[src/rtl/mux_arb_pkg.sv]
// Shared encodings for the two-requester arbiter: FSM states and last-grant codes.
package mux_arb_pkg;

  typedef enum logic [1:0] {
    IDLE    = 2'b00,
    GRANT_A = 2'b01,
    GRANT_B = 2'b10
  } arb_state_e;

  typedef enum logic {
    LAST_A = 1'b0,
    LAST_B = 1'b1
  } last_gnt_e;

endpackage

[src/rtl/mux2_1.sv]
// Single-bit 2:1 multiplexer; y follows b when sel is high, else a.
module mux2_1 (
  input  logic a,
  input  logic b,
  input  logic sel,
  output logic y
);

  assign y = sel ? b : a;

endmodule

[src/rtl/mux_arbiter2.sv]
// Two-requester round-robin arbiter with bounded hold under contention,
// steering a shared Width-bit path through a bank of 1-bit muxes.
module mux_arbiter2
  import mux_arb_pkg::*;
#(
  parameter int unsigned Width   = 8,
  parameter int unsigned MaxHold = 4
) (
  input  logic             clk,
  input  logic             rst_n,
  input  logic             ReqA,
  input  logic             ReqB,
  input  logic [Width-1:0] InA,
  input  logic [Width-1:0] InB,
  output logic             GntA,
  output logic             GntB,
  output logic             S,
  output logic [Width-1:0] Out,
  output logic             Busy
);

  localparam int unsigned HW = (MaxHold > 0) ? $clog2(MaxHold + 1) : 1;
  localparam logic [HW-1:0] HoldMax  = HW'(MaxHold);
  localparam logic [HW-1:0] HoldLast = (MaxHold > 0) ? HW'(MaxHold - 1) : '0;

  arb_state_e     state_q, state_d;
  last_gnt_e      last_q, last_d;
  logic [HW-1:0]  hold_q, hold_d;
  logic           s_q, s_d;
  logic           gnt_a_q, gnt_a_d;
  logic           gnt_b_q, gnt_b_d;
  logic           busy_q, busy_d;
  logic           hold_expired;

  always_ff @(posedge clk or negedge rst_n) begin
    if (!rst_n) begin
      state_q <= IDLE;
      last_q  <= LAST_B;
      hold_q  <= '0;
      s_q     <= 1'b0;
      gnt_a_q <= 1'b0;
      gnt_b_q <= 1'b0;
      busy_q  <= 1'b0;
    end else begin
      state_q <= state_d;
      last_q  <= last_d;
      hold_q  <= hold_d;
      s_q     <= s_d;
      gnt_a_q <= gnt_a_d;
      gnt_b_q <= gnt_b_d;
      busy_q  <= busy_d;
    end
  end

  always_comb begin
    state_d = state_q;
    last_d  = last_q;
    hold_d  = hold_q;
    s_d     = s_q;
    // >= rather than == so a counter already saturated by an uncontended
    // hold still yields as soon as the other side starts requesting.
    hold_expired = (MaxHold != 0) && (hold_q >= HoldLast);

    case (state_q)
      IDLE: begin
        if (ReqA && ReqB) state_d = (last_q == LAST_A) ? GRANT_B : GRANT_A;
        else if (ReqA)    state_d = GRANT_A;
        else if (ReqB)    state_d = GRANT_B;
      end
      GRANT_A: begin
        if (!ReqA)                     state_d = ReqB ? GRANT_B : IDLE;
        else if (ReqB && hold_expired) state_d = GRANT_B;
      end
      GRANT_B: begin
        if (!ReqB)                     state_d = ReqA ? GRANT_A : IDLE;
        else if (ReqA && hold_expired) state_d = GRANT_A;
      end
      default: state_d = IDLE;
    endcase

    if (state_d == IDLE || state_d != state_q) hold_d = '0;
    else if (hold_q != HoldMax)                hold_d = hold_q + HW'(1);

    if (state_d == GRANT_A) begin
      s_d = 1'b0;
      if (state_q != GRANT_A) last_d = LAST_A;
    end else if (state_d == GRANT_B) begin
      s_d = 1'b1;
      if (state_q != GRANT_B) last_d = LAST_B;
    end

    gnt_a_d = (state_d == GRANT_A);
    gnt_b_d = (state_d == GRANT_B);
    busy_d  = (state_d != IDLE);
  end

  assign GntA = gnt_a_q;
  assign GntB = gnt_b_q;
  assign S    = s_q;
  assign Busy = busy_q;

  for (genvar i = 0; i < Width; i++) begin : g_mux
    mux2_1 u_mux (
      .a   (InA[i]),
      .b   (InB[i]),
      .sel (s_q),
      .y   (Out[i])
    );
  end

endmodule

[config.mk]
export PLATFORM = sky130hd
export DESIGN_NAME = mux_arbiter2
export DESIGN_NICKNAME = d
export VERILOG_FILES = /design/src/rtl/mux_arb_pkg.sv /design/src/rtl/mux2_1.sv /design/src/rtl/mux_arbiter2.sv
export SDC_FILE = /design/constraint.sdc
export NUM_CORES = 1
export LEC_CHECK = 0
export CAP_MARGIN = 25
export CORE_MARGIN = 2
export CORE_UTILIZATION = 45
export DETAILED_ROUTE_END_ITERATION = 10
export GPL_TIMING_DRIVEN = 0
export PLACE_DENSITY = 0.83
export SLEW_MARGIN = 10
export SYNTH_ARGS = -nofsm -noshare
export SYNTH_HDL_FRONTEND = slang
export SYNTH_SLANG_ARGS = --single-unit
[constraint.sdc]
create_clock -name clk -period 3.53 [get_ports clk]
set_clock_uncertainty 0.05 [all_clocks]
set_input_delay 0.706 -clock clk [delete_from_list [all_inputs] [get_ports clk]]
set_output_delay 0.706 -clock clk [all_outputs]
set_load 0.02 [all_outputs]
Word level (Yosys, flattened, before mapping) --
Index checks and enable logic that the tools add are counted.
Storage, ports and cells: bits of input ports 20, register bits after elaboration 10, word-level logic and storage cells 56, output and inout bits 12
Cells by class: add/sub/neg operators 1, order comparisons 1, mux-type cells 27, reductions and logical operators 11, equal/unequal tests 9
Operators with widths (number):
- two-way mux 2 bit | 9
- two-way mux 1 bit | 15
- nonzero test 2 bit | 4
- two-way mux 3 bit | 2
- case mux 2 bit (3 select lines) | 1
- equality test 2 x 1 -> 1 bit (second input constant) | 2
- equality test 2 bit (second input constant) | 2
- logical NOT 2 bit | 2
- inequality test 2 x 1 -> 1 bit (second input constant) | 2
- adder 3 x 1 -> 3 bit (second input constant) | 1
- >= comparator 3 x 2 -> 1 bit (second input constant) | 1
- logical AND 1 bit | 3
- inequality test 3 bit (second input constant) | 1
- AND reduction 3 bit | 1
- inequality test 2 bit | 1
- inequality test 2 bit (second input constant) | 1
- logical OR 1 bit | 1

Logic depth before layout (Yosys ltp) --
Gate-level depths: netlist (run 1).
depth after elaboration 8, gate-level depth with buffers 10, gate-level depth less buffers 10

Modules after synthesis --
A second synthesis (run 1) with hierarchy kept.
Unflattened totals: cell total of the unflattened synthesis 64, area total of the unflattened synthesis 713.2 µm²
Modules (own cells, without submodules):
- mux_arbiter2 | area an instance 593.1 µm², seq. area each 251.5 µm², cells each 56, times used 1
- mux2_1 | area an instance 15.0 µm², seq. area each 0.0 µm², cells each 1, times used 8

Worst setup path after synthesis (run 1) --
Ideal clock, no wire load.
kind register to register, start register hold_q[0], end register last_q, setup slack 1.141 ns, library setup time 0.083 ns, buffers on the path 0, cell stages (with the launch flop) 11, required time 3.397 ns, data arrival time 2.256 ns, clock period less this slack 2.389 ns, cell sequence dfrtp_1 ha_1 ha_1 a211o_4 a22o_1 nand2_1 nand3_1 ha_1 nand2b_1 o21ai_0 a221o_1
On the way: cells in the longest elaborated chain, start to end 8, elaborated cells between the ends (all ways) 15, classes of those cells order compare: 1; eq/ne: 3; mux: 6; reduce/logical: 5
Ends and longest elaborated chain:
- start: declaration | line mux_arbiter2.sv:28 | logic [HW-1:0] hold_q, hold_d;
- start signal: assignment | line mux_arbiter2.sv:47 | hold_q <= hold_d;
- >= comparator 3 x 2 -> 1 bit (*) | line mux_arbiter2.sv:62 | hold_expired = (MaxHold != 0) && (hold_q >= HoldLast);
- logical AND 1 bit, on equally long branches | line mux_arbiter2.sv:76, mux_arbiter2.sv:72
- two-way mux 2 bit, on equally long branches | line mux_arbiter2.sv:76, mux_arbiter2.sv:72
- two-way mux 2 bit, on equally long branches | line mux_arbiter2.sv:75, mux_arbiter2.sv:71
- case mux 2 bit (3 select lines) (*) | line mux_arbiter2.sv:64 | case (state_q)
- equality test 2 x 1 -> 1 bit or equality test 2 bit (tied branches) | line mux_arbiter2.sv:84, mux_arbiter2.sv:87
- inequality test 2 x 1 -> 1 bit (no line) or nonzero test 2 bit (tied branches)
- AND reduction 3 bit (no line)
- end signal: assignment | line mux_arbiter2.sv:46 | last_q <= last_d;
- end: declaration | line mux_arbiter2.sv:27 | last_gnt_e last_q, last_d;
Mark *: on every way between the ends. The rest lies on a longest branch, timed or not. A chain may end at the register's enable or synchronous reset.

Final worst setup path (run 1) --
start register s_q (netlist: S), end output Out[1]
On the way: cells in the longest elaborated chain, start to end 1
Ends and longest elaborated chain:
- start: declaration | line mux_arbiter2.sv:29 | logic s_q, s_d;
- start signal: assignment | line mux_arbiter2.sv:40 | s_q <= 1'b0;
- start signal: assignment | line mux_arbiter2.sv:48 | s_q <= s_d;
- two-way mux 1 bit | line mux2_1.sv:9 | assign y = sel ? b : a;
- end: declaration | line mux_arbiter2.sv:18 | output logic [Width-1:0] Out,
Every way passes these cells.

==> metrics.md, run 1 <==
| Metric | Value |
|---|---|
| Core area | 0.00169 sq mm |
| Hold Crit Depth | 2 |
| Util after Layout | 0.681 |
| Clock buffer count from CTS | 3 |
| GRT overflow | 0 |
| Tcrit/Tclk final | 0.796 |
| Netlist cell types | 27 |
| Drt drc | 0 |
| Final setup TNS | 0 ns |
| P_int | 0.409 mW |
| First-pass GRT wire length | 2950 microns |
| CP Buf/Inv Count | 3 |
| CTS Buffer Depth | 2 |
| Worst Hold Class | reg -> reg |
| CP Cell Sequence | clkbuf_1 -> mux2_2 -> buf_4 -> clkdlybuf4s50_1 |
| Clk_lat worst skew | 0.27 ns |
| Final Net Count | 147 |
| Layout cell share with drive strength beyond 1 | 0.235 |
| Power per Cell Area | 560 mW/mm^2 |
| CP Data Required Time | 2.77 ns |
| Crit path max fanout | 9 |
| Initial DRT Pass Iterations | 4 |
| Max-slew violations | 0 |
| Post-CTS resize count | 0 |
| Share of power burned in the clock network | 0.163 |
| Synth top area cells | dfrtp_1 (28%), mux2_2 (11%), ha_1 (11%) |
| Die ar. | 0.00211 sq mm |
| Cts hold-fix bufs | 0 |
| Die Span Y | 46.0 microns |
| GRT Overall Usage | 0.205 |
| Synth warn | 0 |
| Synth cell count leaders | dfrtp_1 (9), inv_1 (9), buf_4 (8), mux2_2 (8), ha_1 (7) |
| Antenna violations before repair | 0 |
| Routed Antenna Nets | 0 |
| Largest net degree at the start of global routing | 11 |
| Worst R2R Path Depth | 10 |
| CTS sink cnt | 10 |
| Cell family with most CP delay | buffers and inverters |
| Initial Util | 0.470 |
| Comb pwr share | 0.589 |
| Total vias in the final route | 730 |
| Async SR Flop Fraction | 1.00 |
| Setup Crit Path Kind | reg -> out |
| Relative slew slack | 0.697 |
| Max rail drop VDD | 0.295 mV |
| Routed len/inst | 12.9 microns |
| Net Sw Power | 0.235 mW |
| Endpoint type of the worst setup path | output pin |
| Critical path arrival | 2.05 ns |
| Reg power frac | 0.248 |
| Detailed placement HPWL | 1440 microns |
| Mapped Avg Cell Area | 9.33 sq um |
| RR Startpoint | hold_q[0] |
| Final Routed Wirelength | 1760 microns |
| Max incr delay on CP | 0.54 ns |
| Crit-path slowest cell | clkdlybuf4s50_1 |
| Post-CTS setup buffer count | 0 |
| Max-cap violation count | 0 |
| Final setup viols | 0 |
| Worst slew pin tran | 0.455 ns |
| DIE WIDTH | 46.0 microns |
| Post-Syn Area | 793 sq um |
| Leak pwr | 0.532 nW |
| Switching share of total power | 0.365 |
| CP Launch Type | flop |
| Io pins | 32 |
| Number of cell rows | 15 |
| FF-to-FF setup slack | 0.94 ns |
| CP Launch Point | S |
| Yosys reg bits | 10 |
| Stages on the worst setup path | 4 |
| Hold Fails Final Rpt | 0 |
| CP Capture Point | Out[1] |
| Period minus WS final | 2.81 ns |
| H-tree depth | 1 |
| # diodes | 0 |
| Avg Vias per Cell | 5.37 |
| RSZ-0062 raised after global routing | false |
| Clk root buf | clkbuf_4 |
| Status | completed |
| Worst-path clk slew | 0.07 ns |
| Cells after synthesis | 85 |
| Synth-to-Final Area Change | 45.1% |
| Seq/Total Area, Yosys | 0.317 |
| Gpl congestion | 0.795 |
| Cell taking the most area after synthesis | dfrtp_1 |
| Hold_ws | 0.597 ns |
| Post-synth EDFFs | 0 |
| # port buffers | 30 |
| Starting DRT DRC Count | 8 |
| Mapped Nets | 112 |
| Peak Freq | 356 MHz |
| Synth top area share | 0.284 |
| R2r endpoint | last_q |
| Main flop type after synthesis | dfrtp_1 |
| CTS tree | done |
| Number of global-route vias before repair | 705 |
-- state kept, by name, summed over array words and instances, names as in the netlist --
register  flops
last_q        1
Busy          1
S             1
GntA          1
GntB          1
state_q       2
hold_q        3
-- area by class of cell --
cell class                      count  area (sq um)
Inverter                            9          33.8
Clock buffer                        4          36.3
Timing Repair Buffer               30           300
Tap cell                           17          21.3
Fill cell                         156           538
Buffer                             12          77.6
Sequential cell                    10           251
Multi-Input combinational cell     54           430
-- layout by cell type, fill, tap and decap left out --
cell type and instances:
clkdlybuf4s50_1 30, dfrtp_1 9, inv_1 9, mux2_2 8, buf_4 8, ha_1 7
nand2_1 6, nor3_1 5, o21ai_0 5, nor2_1 4, clkbuf_4 3, clkbuf_1 2
buf_2 2, and3_1 2, nand3_1 2, nand2b_1 2, a211oi_1 2, a211o_4 1
a21o_2 1, a22o_1 1, and2_1 1, a221oi_2 1, o22ai_1 1, o221ai_2 1
mux2i_1 1, a31o_2 1, xnor2_1 1, a221o_1 1, clkbuf_8 1, dfstp_2 1
-- per-layer routing --
layer,global-route usage,routed length (microns)
met1,0.220,657
met5,0,0
met3,0.0913,96
met2,0.339,977
met4,0.0971,25
-- kinds of logic (layout without fill, tap and decap cells) --
logic type / after synthesis / count (layout) / share of synthesized area
buffers and inverters: 21 / 55 / 0.140
muxes: 9 / 9 / 0.126
AOI/OAI and AO/OA: 15 / 15 / 0.164
xor gates and xnor gates: 1 / 1 / 0.0110
DFF: 10 / 10 / 0.317
and+or+nand+nor: 22 / 22 / 0.131
adders and majority gates: 7 / 7 / 0.110
-- through the flow --
step | cells | power (mW) | instance area [sq um] | setup slack, ns
2_1_floorplan | 85 | 0.406 | 793 | 1.14
3_3_place_gp | 132 | 0.531 | 1110 | 0.763
3_5_place_dp | 132 | 0.542 | 1110 | 0.732
4_1_cts | 136 | 0.649 | 1150 | 0.700
5_1_grt | 136 | 0.687 | 1150 | 0.639
6_report | 136 | 0.644 | 1150 | 0.720
-- worst reg2reg max path, stage by stage (launching register included) --
cell      delay [ns]
dfrtp_1         0.43
ha_1            0.22
ha_1            0.18
a211o_4         0.31
a22o_1          0.24
nand2_1         0.08
nand3_1         0.14
ha_1            0.36
nand2b_1        0.12
o21ai_0         0.10
a221o_1         0.30
-- power by group through the flow --
stage | sequential (mW) | combinational (mW) | clock (mW)
2_1_floorplan | 0.175 | 0.231 | 0
5_1_grt | 0.163 | 0.412 | 0.112
4_1_cts | 0.160 | 0.382 | 0.107
3_5_place_dp | 0.162 | 0.380 | 0
3_3_place_gp | 0.160 | 0.370 | 0
6_report | 0.160 | 0.380 | 0.105
-- worst min-delay path by stage --
| stage | start | endpoint |
|---|---|---|
| 2_1_floorplan | rst_n | Busy |
| 3_3_place_gp | hold_q[0] | hold_q[0] |
| 3_5_place_dp | hold_q[0] | hold_q[0] |
| 4_1_cts | hold_q[0] | hold_q[0] |
| 5_1_grt | hold_q[0] | hold_q[0] |
| 6_report | hold_q[0] | hold_q[0] |
(Power assumes the default switching activity.)
==> inputs of run 2 (changes only) <==
--- a/config.mk
+++ b/config.mk
@@ -7,10 +7,10 @@
 export LEC_CHECK = 0
 export CAP_MARGIN = 25
 export CORE_MARGIN = 2
-export CORE_UTILIZATION = 45
+export CORE_UTILIZATION = 38
 export DETAILED_ROUTE_END_ITERATION = 10
 export GPL_TIMING_DRIVEN = 0
-export PLACE_DENSITY = 0.83
+export PLACE_DENSITY = 0.75
 export SLEW_MARGIN = 10
 export SYNTH_ARGS = -nofsm -noshare
 export SYNTH_HDL_FRONTEND = slang
==> constraint.sdc (replaced) <==
create_clock -name clk -period 2.27 [get_ports clk]
set_clock_uncertainty 0.05 [all_clocks]
set_input_delay 0.454 -clock clk [delete_from_list [all_inputs] [get_ports clk]]
set_output_delay 0.454 -clock clk [all_outputs]
set_load 0.02 [all_outputs]
==> run 2 against run 1 <==
  * Hold slack lost 0.16 ns
  * Clock power grew 56%
  * The run now ends with setup timing left
  * Sequential power grew 69%
  * Worst setup slack lost 0.74 ns
  * Total power grew 64%
==> metrics.md, run 2 (synthesis gave the netlist of run 1 again) <==
| Metric | Value |
|---|---|
| GRT overflow | 0 (unchanged) |
| Largest net degree at the start of global routing | 11 (unchanged) |
| Final Net Count | 151 (+2.7%) |
| Initial Util | 0.404 (-0.0653) |
| Hold_ws | 0.440 ns (-0.157 ns) |
| Overall Power | 1.06 mW (+64%) |
| Crit-path slowest cell | dfrtp_1 |
| Antenna violations before repair | 0 (unchanged) |
| Routed len/inst | 12.7 microns (-1.4%) |
| Clk root buf | clkbuf_4 |
| # port buffers | 30 (unchanged) |
| Critical path arrival | 2.44 ns (+0.39 ns) |
| CTS sink cnt | 10 (unchanged) |
| Cts hold-fix bufs | 0 (unchanged) |
| Crit path max fanout | 6 (-3) |
| Max-cap violation count | 0 (unchanged) |
| CP Cell Sequence | ha_2 -> ha_4 -> a211o_4 -> a22o_1 -> nand2_2 -> nand3_4 -> ha_4 -> nand2b_4 -> o21ai_1 -> a221o_1 |
| Number of global-route vias before repair | 723 (+2.6%) |
| Max rail drop VDD | 0.498 mV (+69%) |
| Die ar. | 0.00247 sq mm (+17%) |
| Regs by FF count | hold_q x3, state_q x2 |
| Final Routed Wirelength | 1910 microns (+8.8%) |
| Die Span Y | 49.7 microns (+8.1%) |
| Clk_lat worst skew | 0.27 ns (about the same) |
| CP Launch Type | flop |
| CP Data Required Time | 2.42 ns (-0.35 ns) |
| Endpoint type of the worst setup path | flop |
| Detailed placement HPWL | 1430 microns (-0.87%) |
| Util after Layout | 0.649 (-0.0322) |
| Biggest register | hold_q |
| Power per Cell Area | 832 mW/mm^2 (+49%) |
| Leak pwr | 0.576 nW (+8.4%) |
| Layout cell share with drive strength beyond 1 | 0.447 (+0.212) |
| Setup WS post-layout | -0.0222 ns (-0.742 ns) |
| Period minus WS final | 2.29 ns |
| Worst slew pin tran | 0.457 ns (+0.00259 ns) |
| Drt drc | 0 (unchanged) |
| Max FFs per register | 3 (unchanged) |
| Initial DRT Pass Iterations | 4 (unchanged) |
| GRT Overall Usage | 0.154 (-0.0505) |
| Core area | 0.00196 sq mm (+16%) |
| Cell mode on critical path | ha_4 |
| Synth-to-Final Area Change | 60.6% |
| Max-slew violations | 0 (unchanged) |
| First-pass GRT wire length | 2930 microns (-0.95%) |
| CP Buf/Inv Count | 0 (-3) |
| Avg Vias per Cell | 4.91 (-8.6%) |
| Routed Antenna Nets | 0 (unchanged) |
| Relative slew slack | 0.695 (-0.00173) |
| Status | finished with violations |
| # diodes | 0 (unchanged) |
| CTS tree | done |
| Io pins | 32 (unchanged) |
| Starting DRT DRC Count | 7 (-1) |
| Number of cell rows | 16 (+1) |
| Gpl congestion | 0.682 (-14%) |
| Clock buffer count from CTS | 3 (unchanged) |
| Cell family with most CP delay | compound AO/OA/AOI/OAI gates |
| Worst Hold Class | in -> async |
| Hold Fails Final Rpt | 0 (unchanged) |
| DIE WIDTH | 49.7 microns (+8.1%) |
| Total vias in the final route | 736 (+0.82%) |
| Commonest non-fill, non-tap cell in the layout | clkdlybuf4s50_1 |
| RSZ-0062 raised after global routing | true |
| Final setup viols | 1 (+1) |
| Failing checks | setup timing |
| Peak Freq | 436 MHz |
| Max incr delay on CP | 0.38 ns (-0.16 ns) |
| Setup Crit Path Kind | reg -> reg |
| Worst-path clk slew | 0.07 ns (about the same) |
| H-tree depth | 1 (unchanged) |
| Most frequent cells in the layout | clkdlybuf4s50_1 (22), buf_4 (21), inv_1 (9), dfrtp_1 (8), mux2_2 (8) |
| CTS Buffer Depth | 2 (unchanged) |
| Tcrit/Tclk final | 1.01 |
-- run 2: cell types whose count changed in the layout (fill, tap and decap cells not counted), sizes merged --
cell,delta
buf,+13
clkdlybuf4s50,-8
clkbuf,-1
-- run 2: power breakdown --
group          switching [mW]  internal [mW]  total (mW)
Clock                  0.0662         0.0975       0.164
Combinational           0.284          0.342       0.626
Sequential             0.0467          0.223       0.270
Total                   0.397          0.662        1.06
-- run 2: layout make-up --
class / count / area, sq um
Fill cell: 178 / 688
Multi-Input combinational cell: 54 / 526
Timing Repair Buffer: 35 / 318
Sequential cell: 10 / 253
Buffer: 11 / 73.8
Clock buffer: 4 / 36.3
Inverter: 9 / 33.8
Tap cell: 27 / 33.8
-- run 2: final timing paths --
check / end / slack [ns] / cells after the start / start
min reg2reg: S / 0.61 / 2 / S
max in group asynchronous: last_q / 1.40 / 1 / rst_n
min: state_q[1] / 0.44 / 1 / rst_n
max reg2reg: last_q / -0.02 / 10 / hold_q[1]
max: last_q / -0.02 / 10 / hold_q[1]
min in group clk: S / 0.61 / 2 / S
-- run 2: per-layer routing --
| metal | track usage | vias up | wire [microns] |
|---|---|---|---|
| li1 | - | 361 | - |
| met1 | 0.160 | 356 | 784 |
| met2 | 0.293 | 17 | 1020 |
| met3 | 0.0485 | 2 | 89 |
| met4 | 0.0417 | 0 | 14 |
| met5 | 0 | - | 0 |
-- run 2: metrics by stage --
step	worst slack, ns	area, sq um	std cells	setup TNS, ns
2_1_floorplan	-0.0363	836	85	-0.0363
3_3_place_gp	-0.123	1170	142	-0.142
3_5_place_dp	-0.168	1170	142	-0.329
4_1_cts	-0.00228	1250	149	-0.00228
5_1_grt	-0.0957	1270	150	-0.118
6_report	-0.0222	1270	150	-0.0222
-- run 2: what timing repair did --
action | CTS | global route
gates cloned | 0 | 0
hold endpoints to repair | 0 | 0
setup buffers | 4 | 1
setup endpoints to repair | 12 | 3
resized for setup | 16 | 3
pin swaps | 2 | 4
